--- config.mk ---
export PLATFORM = sky130hd
export DESIGN_NAME = ifetch_byte_sequencer_flat
export DESIGN_NICKNAME = d
export VERILOG_FILES = /design/src/rtl/ifetch_pkg.sv /design/src/rtl/ifetch_byte_sequencer_if.sv /design/src/rtl/ifetch_assembler.sv /design/src/rtl/ifetch_byte_sequencer.sv /design/src/flat_wrapper.sv
export SDC_FILE = /design/constraint.sdc
export NUM_CORES = 1
export LEC_CHECK = 0
export ABC_AREA = 1
export CORE_MARGIN = 5
export CORE_UTILIZATION = 53
export DETAILED_ROUTE_END_ITERATION = 10
export PLACE_DENSITY = 0.8
export SLEW_MARGIN = 10
export SYNTH_ARGS = -nofsm -noshare
export SYNTH_HDL_FRONTEND = slang
export SYNTH_HIERARCHICAL = 1
export SYNTH_SLANG_ARGS = --single-unit
--- constraint.sdc ---
create_clock -name clk -period 2.9 [get_ports clk]
set_input_delay 0.29 -clock clk [delete_from_list [all_inputs] [get_ports clk]]
set_output_delay 0.29 -clock clk [all_outputs]
set_load 0.02 [all_outputs]
--- src/rtl/ifetch_pkg.sv ---
// ifetch_pkg: shared constants and state encoding for the byte-serial instruction fetcher.
package ifetch_pkg;
    localparam int INSTR_W = 32;
    localparam int BYTE_W = 8;
    localparam int BYTES_PER_INSTR = 4;
    localparam int CNT_W = $clog2(BYTES_PER_INSTR);
    localparam int PC_STEP = 4;
    typedef enum logic [1:0] {S_IDLE = 2'd0, S_FETCH = 2'd1, S_FULL = 2'd2} state_t;
endpackage

--- src/rtl/ifetch_byte_sequencer_if.sv ---
// ifetch_byte_sequencer_if: memory, redirect and decode-side handshake bundle of the fetcher.
interface ifetch_byte_sequencer_if #(parameter int ADDR_W = 8);
    import ifetch_pkg::*;
    logic mem_req;
    logic [ADDR_W-1:0] mem_addr;
    logic mem_ack;
    logic [BYTE_W-1:0] mem_rdata;
    logic redirect_valid;
    logic [ADDR_W-1:0] redirect_pc;
    logic id_valid;
    logic id_ready;
    logic [INSTR_W-1:0] id_instr;
    logic [ADDR_W-1:0] id_pc;
    modport master (
        output mem_req, mem_addr, id_valid, id_instr, id_pc,
        input mem_ack, mem_rdata, redirect_valid, redirect_pc, id_ready
    );
    modport slave (
        input mem_req, mem_addr, id_valid, id_instr, id_pc,
        output mem_ack, mem_rdata, redirect_valid, redirect_pc, id_ready
    );
endinterface

--- src/rtl/ifetch_assembler.sv ---
// ifetch_assembler: collects acked bytes into a little-endian word and flags the last byte.
module ifetch_assembler
    import ifetch_pkg::*;
(
    input logic clk,
    input logic rst_n,
    input logic en,
    input logic clear,
    input logic [BYTE_W-1:0] rdata,
    output logic [CNT_W-1:0] byte_cnt,
    output logic [INSTR_W-1:0] asm_buf,
    output logic done
);
    assign done = en && byte_cnt == CNT_W'(BYTES_PER_INSTR - 1);
    always_ff @(posedge clk or negedge rst_n) begin
        if (!rst_n) begin
            byte_cnt <= '0;
            asm_buf <= '0;
        end else if (clear) begin
            byte_cnt <= '0;
            asm_buf <= '0;
        end else if (en) begin
            asm_buf[byte_cnt * BYTE_W +: BYTE_W] <= rdata;
            byte_cnt <= byte_cnt + 1'b1;
        end
    end
endmodule

--- src/rtl/ifetch_byte_sequencer.sv ---
// ifetch_byte_sequencer: owns the PC, fetches 32-bit instructions a byte at a time and
// hands them to decode with one spare buffered instruction to ride out decode stalls.
module ifetch_byte_sequencer
    import ifetch_pkg::*;
#(
    parameter int ADDR_W = 8,
    parameter logic [ADDR_W-1:0] RESET_PC = '0
) (
    input logic clk,
    input logic rst_n,
    ifetch_byte_sequencer_if.master bus
);
    state_t state_q, state_d;
    logic [ADDR_W-1:0] pc_q, pc_d, asm_pc_q, asm_pc_d, id_pc_q, id_pc_d;
    logic [INSTR_W-1:0] instr_q, instr_d, asm_buf;
    logic valid_q, valid_d, done, slot_free, fetch;
    logic [CNT_W-1:0] byte_cnt;

    assign fetch = state_q == S_FETCH;
    assign slot_free = !valid_q || bus.id_ready;
    assign bus.mem_req = fetch;
    assign bus.mem_addr = fetch ? {pc_q[ADDR_W-1:2], byte_cnt} : '0;
    assign bus.id_valid = valid_q;
    assign bus.id_instr = instr_q;
    assign bus.id_pc = id_pc_q;

    // A redirect in the same cycle as an ack must not land that stale byte.
    ifetch_assembler u_asm (
        .clk(clk),
        .rst_n(rst_n),
        .en(fetch && bus.mem_ack && !bus.redirect_valid),
        .clear(bus.redirect_valid),
        .rdata(bus.mem_rdata),
        .byte_cnt(byte_cnt),
        .asm_buf(asm_buf),
        .done(done)
    );

    always_comb begin
        state_d = state_q;
        pc_d = pc_q;
        asm_pc_d = asm_pc_q;
        valid_d = valid_q && !bus.id_ready;
        instr_d = instr_q;
        id_pc_d = id_pc_q;
        if (bus.redirect_valid) begin
            state_d = S_FETCH;
            pc_d = {bus.redirect_pc[ADDR_W-1:2], 2'b00};
            valid_d = 1'b0;
        end else if (state_q == S_IDLE) begin
            state_d = S_FETCH;
        end else if (fetch && done) begin
            pc_d = pc_q + ADDR_W'(PC_STEP);
            if (slot_free) begin
                instr_d = {bus.mem_rdata, asm_buf[INSTR_W-BYTE_W-1:0]};
                id_pc_d = pc_q;
                valid_d = 1'b1;
            end else begin
                state_d = S_FULL;
                asm_pc_d = pc_q;
            end
        end else if (state_q == S_FULL && bus.id_ready) begin
            state_d = S_FETCH;
            instr_d = asm_buf;
            id_pc_d = asm_pc_q;
            valid_d = 1'b1;
        end
    end

    always_ff @(posedge clk or negedge rst_n) begin
        if (!rst_n) begin
            state_q <= S_IDLE;
            pc_q <= {RESET_PC[ADDR_W-1:2], 2'b00};
            asm_pc_q <= '0;
            valid_q <= 1'b0;
            instr_q <= '0;
            id_pc_q <= '0;
        end else begin
            state_q <= state_d;
            pc_q <= pc_d;
            asm_pc_q <= asm_pc_d;
            valid_q <= valid_d;
            instr_q <= instr_d;
            id_pc_q <= id_pc_d;
        end
    end
endmodule

--- src/flat_wrapper.sv ---
// flat-port wrapper written by rule: the top's interface ports become plain ports
module ifetch_byte_sequencer_flat import ifetch_pkg::*;
#(
    parameter int ADDR_W = 8,
    parameter logic [ADDR_W-1:0] RESET_PC = '0
)
  (clk, rst_n, bus_mem_req, bus_mem_addr, bus_id_valid, bus_id_instr, bus_id_pc, bus_mem_ack, bus_mem_rdata, bus_redirect_valid, bus_redirect_pc, bus_id_ready);
  ifetch_byte_sequencer_if #(.ADDR_W(ADDR_W)) bus_i ();
  input logic clk;
  input logic rst_n;
  output wire logic [$bits(bus_i.mem_req)-1:0] bus_mem_req;
  output wire logic [$bits(bus_i.mem_addr)-1:0] bus_mem_addr;
  output wire logic [$bits(bus_i.id_valid)-1:0] bus_id_valid;
  output wire logic [$bits(bus_i.id_instr)-1:0] bus_id_instr;
  output wire logic [$bits(bus_i.id_pc)-1:0] bus_id_pc;
  input wire logic [$bits(bus_i.mem_ack)-1:0] bus_mem_ack;
  input wire logic [$bits(bus_i.mem_rdata)-1:0] bus_mem_rdata;
  input wire logic [$bits(bus_i.redirect_valid)-1:0] bus_redirect_valid;
  input wire logic [$bits(bus_i.redirect_pc)-1:0] bus_redirect_pc;
  input wire logic [$bits(bus_i.id_ready)-1:0] bus_id_ready;
  assign bus_mem_req = bus_i.mem_req;
  assign bus_mem_addr = bus_i.mem_addr;
  assign bus_id_valid = bus_i.id_valid;
  assign bus_id_instr = bus_i.id_instr;
  assign bus_id_pc = bus_i.id_pc;
  assign bus_i.mem_ack = bus_mem_ack;
  assign bus_i.mem_rdata = bus_mem_rdata;
  assign bus_i.redirect_valid = bus_redirect_valid;
  assign bus_i.redirect_pc = bus_redirect_pc;
  assign bus_i.id_ready = bus_id_ready;
  ifetch_byte_sequencer #(.ADDR_W(ADDR_W), .RESET_PC(RESET_PC)) u_core (.clk(clk), .rst_n(rst_n), .bus(bus_i));
endmodule
==> results.md, run 1 <==
- Status: completed
- Layout area overhead: 23.0%
- Slew margin rel.: 59.7%
- Achievable Freq: 414 MHz
- Post-synth top flop: dfrtp_1
- # setup viols final: 0
- CTS buffer count: 9
- RSZ-0062 raised after global routing: no
- Critical-path cell list: inv_2 -> nand2_1 -> nor2_1 -> nand2_2 -> inv_2 -> nand3_2 -> buf_4 -> nor2_4 -> nand2_2 -> nand2_1 -> o21ai_1
- Area of the multi-input gates: 1710 um2
- Slack of the critical path: 0.482 ns
- Resized Gates After CTS: 0
- Inserted Diodes: 0
- Vias per Instance: 5.22
- Total power: 2.50 mW
- Post-Place Setup Slack: 0.420 ns
- Routed len/inst: 14.1 um
- Placed insts: 679
- Setup Crit Path Kind: flip-flop to flip-flop
- Leak pwr: 2.70 nW
- Fin. Hold Viols: 0
- R2r endpoint: u_core/asm_pc_q[6]
- CTS Sinks: 87
- Root cell of the clock tree: clkbuf_8
- Max FO, Critical Path: 21
- # DRC: 0
- Largest net degree at the start of global routing: 88
- CP max stage delay: 0.42 ns
- Power per cell area: 489 nW/um2
- GRT Util Overall: 21.7%
- Initial antenna violation count: 0
- First-pass GRT wire length: 17.1 mm
- Layout Utilization: 66.7%
- Most common cell in the netlist: nand2_1
- Sequential share of the synthesized area: 52.2%
- CP max stage cell: dfrtp_1
- Netlist area before placement: 4170 um2
- Max cap viols: 0
- Die area: 9740 um2
- Slew Viols, Final: 0
- Die Ht: 98.7 um
- ANT nets after route: 0
- WP data required: 3.15 ns
- Nets: 617
- Synthesized instance count: 526
- CTS tree: yes
- Worst R2R Start: u_core/state_q[1]
- I/O pin count: 71
- Clock Skews: 0.0123 ns
- H-tree lvl count: 3
- Final Wtd Congestion: 0.863
- #FFs+latches synth: 87
- Post-CTS Setup Bufs: 0
- Synthesis Warnings: 6
- Largest area contributor in the netlist: dfrtp_1
- Peak supply drop: 353 uV
- Worst skew pair latency: 0.36 ns
- Core area: 7690 um2
- Synth area leaders: dfrtp_1, nand2_1, nand3_1, inv_1, nand4_1
- Cell Rows: 32
- R2R setup slack: 0.48 ns
- HPWL Detailed: 6.65 mm
- Finished Layout Cells: 697
- # fillers: 655
- Share of the synthesized area in the top cell type: 52.2%
- 1st-pass router iterations: 6
- Startpoint Class: flip-flop
- CP Data Arrival Time: 2.67 ns
- CTS Buffer Depth: 2
- Min Tclk post-route: 2.42 ns
- IO buf count: 66
- Fin crit share: 83.4%
- Critical path endpoint category: flip-flop
- Synth top cells by count: nand2_1, dfrtp_1, nand3_1
- Vias in the first global route: 3628
- Vias post-DR: 3638
- # hold bufs at CTS: 0
- Wirelength, routed: 9.81 mm
- GR Overflow Total: 0
- Post-synth EDFFs: 0
- Initial drt markers: 238
- Worst min path class: primary input to async pin
- Setup TNS: 0 ns
- Layout cells sized above 1: 8.07%
- Die X-Extent: 98.7 um
- Syn Area/Cell: 7.92 um2
- Slew at the pin closest to its max-slew limit: 0.605 ns
- FFs w/ async S/R, synth: 100%
- FF/Latch Area: 2180 um2
- Post-synthesis cell type count: 25
- Initial Util: 54.2%
- Clock transition at the registers of the reported paths: 0.09 ns
- Reg2reg path depth: 11
[metal layers]
metal | global-route usage [%] | vias up | wire, um
met4 | 9.66 | 0 | 301
met5 | 0 | - | 0
met1 | 29.1 | 1699 | 4280
met2 | 34.1 | 127 | 4650
li1 | - | 1780 | -
met3 | 4.46 | 32 | 587
[report_power, final]
part,internal [mW],switching [mW]
clock network,0.513,0.450
logic,0.100,0.190
registers,1.23,0.0214
total,1.84,0.661
[kinds of logic after synthesis]
kind of cell             Yosys count  synth area share, %
adder cells (fa/ha/maj)            6                 1.80
AND/OR/NAND/NOR                  347                 35.1
AO/OA/AOI/OAI                     27                 3.78
XOR/XNOR                           1                0.210
buffers and inverters             57                 6.78
flip-flops                        87                 52.2
other                              1               0.0900
[sequential cells by signal (all words and copies together) (netlist names)]
name	cells
u_core/bus.id_instr	32
u_core/u_asm/asm_buf	32
u_core/asm_pc_q	6
u_core/bus.id_pc	6
u_core/pc_q	6
u_core/state_q	2
u_core/u_asm/byte_cnt	2
u_core/bus.id_valid	1
[cell type report]
cell class                      instances  share of cell area, %
Clock buffer                           10                   2.69
Clock inverter                          6                   1.83
Inverter                               32                   2.37
Multi-Input combinational cell        383                   33.4
Sequential cell                        87                   42.5
Tap cell                              102                   2.49
Timing Repair Buffer                   77                   14.7
[how the worst max path moves through the flow]
stage | start | endpoint | slack (ns)
finish | u_core/state_q[1] | u_core/asm_pc_q[6] | 0.48
detailed placement | bus_redirect_valid | u_core/bus.id_pc[5] | 0.42
floorplan | u_core/state_q[1] | u_core/bus.id_instr[10] | 0.77
global route | u_core/state_q[1] | u_core/bus.id_pc[5] | 0.24
global placement | bus_redirect_valid | u_core/bus.id_pc[2] | 0.47
CTS | u_core/state_q[1] | u_core/bus.id_pc[5] | 0.50
[cell usage in the layout, fill, tap and decap left out, drive strengths merged, types with 6 or more instances in the layout]
master	n
nand3	53
buf	11
clkbuf	10
nand2	247
nand4	16
o21ai	17
a21oi	7
dfrtp	87
clkdlybuf4s50	65
ha	6
nor2	30
inv	31
[metrics by stage]
step                      hold WS, ns  instance area, um2
after floorplan              -0.00559                4170
after global placement          0.452                4860
after detailed placement        0.458                4860
after CTS                       0.161                5090
after global routing            0.483                5120
final                           0.464                5120
[critical path, delay by kind of cell, from the launching register on]
kind / cells / cell delay, ns
AND/OR/NAND/NOR: 7 / 1.06
flip-flops: 1 / 0.42
AO/OA/AOI/OAI: 1 / 0.07
buffers and inverters: 3 / 0.76
No activity file was read; power rests on OpenSTA's default activity.
==> inputs of run 2 (changes only) <==
==> constraint.sdc (replaced) <==
create_clock -name clk -period 2.4 [get_ports clk]
set_input_delay 0.24 -clock clk [delete_from_list [all_inputs] [get_ports clk]]
set_output_delay 0.24 -clock clk [all_outputs]
set_load 0.02 [all_outputs]
==> results.md, run 2 (synthesis results as in run 1) <==
- Status: completed
- Fin. Hold Viols: 0
- Die Ht: 98.7 um
- Final Cell Area: 5130 um2
- Peak supply drop: 367 uV
- Layout cells sized above 1: 8.68%
- GRT Util Overall: 22.5%
- Fin crit share: 92.0%
- # fillers: 660
- # setup viols final: 0
- CTS Buffer Depth: 2
- Die area: 9740 um2
- Root cell of the clock tree: clkbuf_8
- CTS buffer count: 9
- Min Tclk post-route: 2.21 ns
- Resized Gates After CTS: 0
- 1st-pass router iterations: 5
- # DRC: 0
- ANT nets after route: 0
- Slew at the pin closest to its max-slew limit: 0.575 ns
- Commonest non-fill, non-tap cells in the layout: nand2_1, dfrtp_1, clkdlybuf4s50_1
- Cell Rows: 32
- Startpoint Class: flip-flop
- Buf/Inv on CP: 2
- Placed insts: 685
- Setup Crit Path Kind: flip-flop to output port
- Worst min path class: primary input to async pin
- Die X-Extent: 98.7 um
- HPWL Detailed: 7.11 mm
- Largest net degree at the start of global routing: 46
- Initial drt markers: 202
- Setup TNS: 0 ns
- Slew margin rel.: 61.7%
- Critical-path cell list: inv_2 -> nand2_1 -> nor2_1 -> clkdlybuf4s50_1
- First-pass GRT wire length: 17.6 mm
- H-tree lvl count: 3
- Critical path endpoint category: output port
- Power per cell area: 559 nW/um2
- Critical path depth: 4
- R2R setup slack: 0.25 ns
- FF/Latch Area: 2180 um2
- GR Overflow Total: 0
- Core area: 7690 um2
- CTS Sinks: 87
- Area of the multi-input gates: 1710 um2
- # hold bufs at CTS: 1
- CP Data Arrival Time: 1.97 ns
- Final Wtd Congestion: 0.852
- Total power: 2.87 mW
- Worst skew pair latency: 0.36 ns
- Clock transition at the registers of the reported paths: 0.08 ns
- CP top delay family: buffers and inverters
- Reg2reg path depth: 11
- Slew Viols, Final: 0
- CTS tree: yes
- IO buf count: 66
- RSZ-0062 raised after global routing: no
- WP data required: 2.16 ns
- Max cap viols: 0
- Vias per Instance: 5.31
- Routed len/inst: 14.5 um
- Nets: 622
- Initial antenna violation count: 0
- Vias in the first global route: 3732
- Clock Skews: 0.00952 ns
- Post-CTS Setup Bufs: 0
- Vias post-DR: 3720
- CP max stage cell: clkdlybuf4s50_1
- Max FO, Critical Path: 10
- Finished Layout Cells: 701
- Initial Util: 54.2%
- Layout area overhead: 23.0%
- CP max stage delay: 0.64 ns
- Dpl cell area: 4920 um2
- Leak pwr: 2.71 nW
- Wirelength, routed: 10.2 mm
- Commonest non-fill, non-tap cell in the layout: nand2_1
- Layout Utilization: 66.7%
- Inserted Diodes: 0
- I/O pin count: 71
- Achievable Freq: 453 MHz
-- run 2: per-layer routing --
layer  up-vias  GRT usage [%]  wire [um]
met5         -              0          0
met4         0           11.7        345
met3        30           4.74        761
met2       153           37.0       4960
met1      1741           28.0       4130
li1       1796              -          -
-- run 2: final cells by class --
class                           instances  area share, %
Tap cell                              102           2.49
Clock inverter                          5           1.15
Timing Repair Buffer                   82           15.5
Clock buffer                           10           2.68
Multi-Input combinational cell        383           33.4
Sequential cell                        87           42.5
Inverter                               32           2.37
-- run 2: worst register-to-register path: cells and delay by family, from the launching register on --
family / cells / cell delay (ns)
buf+inv: 3 / 0.39
flops: 1 / 0.42
simple gates: 8 / 1.25
-- run 2: power by group --
group / internal [mW] / switching [mW]
Sequential: 1.49 / 0.0257
Clock: 0.503 / 0.499
Combinational: 0.120 / 0.231
Total: 2.11 / 0.756
-- run 2: per-stage QoR --
| stage | worst slack, ns | hold WS (ns) |
|---|---|---|
| floorplan | 0.274 | -0.0556 |
| global placement | 0.323 | 0.260 |
| CTS | 0.197 | 0.417 |
| finish | 0.193 | 0.403 |
| detailed placement | 0.254 | 0.265 |
| global route | 0.0759 | 0.434 |
-- run 2: worst paths after layout --
path / from / end
setup / recovery: u_core/state_q[1] / bus_mem_addr[1]
hold / removal: rst_n / u_core/pc_q[3]
setup reg to reg: u_core/state_q[1] / u_core/bus.id_instr[22]
hold reg to reg: u_core/bus.id_instr[11] / u_core/bus.id_instr[11]
max in group asynchronous: rst_n / u_core/u_asm/byte_cnt[1]
min in group clk: bus_redirect_pc[5] / u_core/pc_q[5]
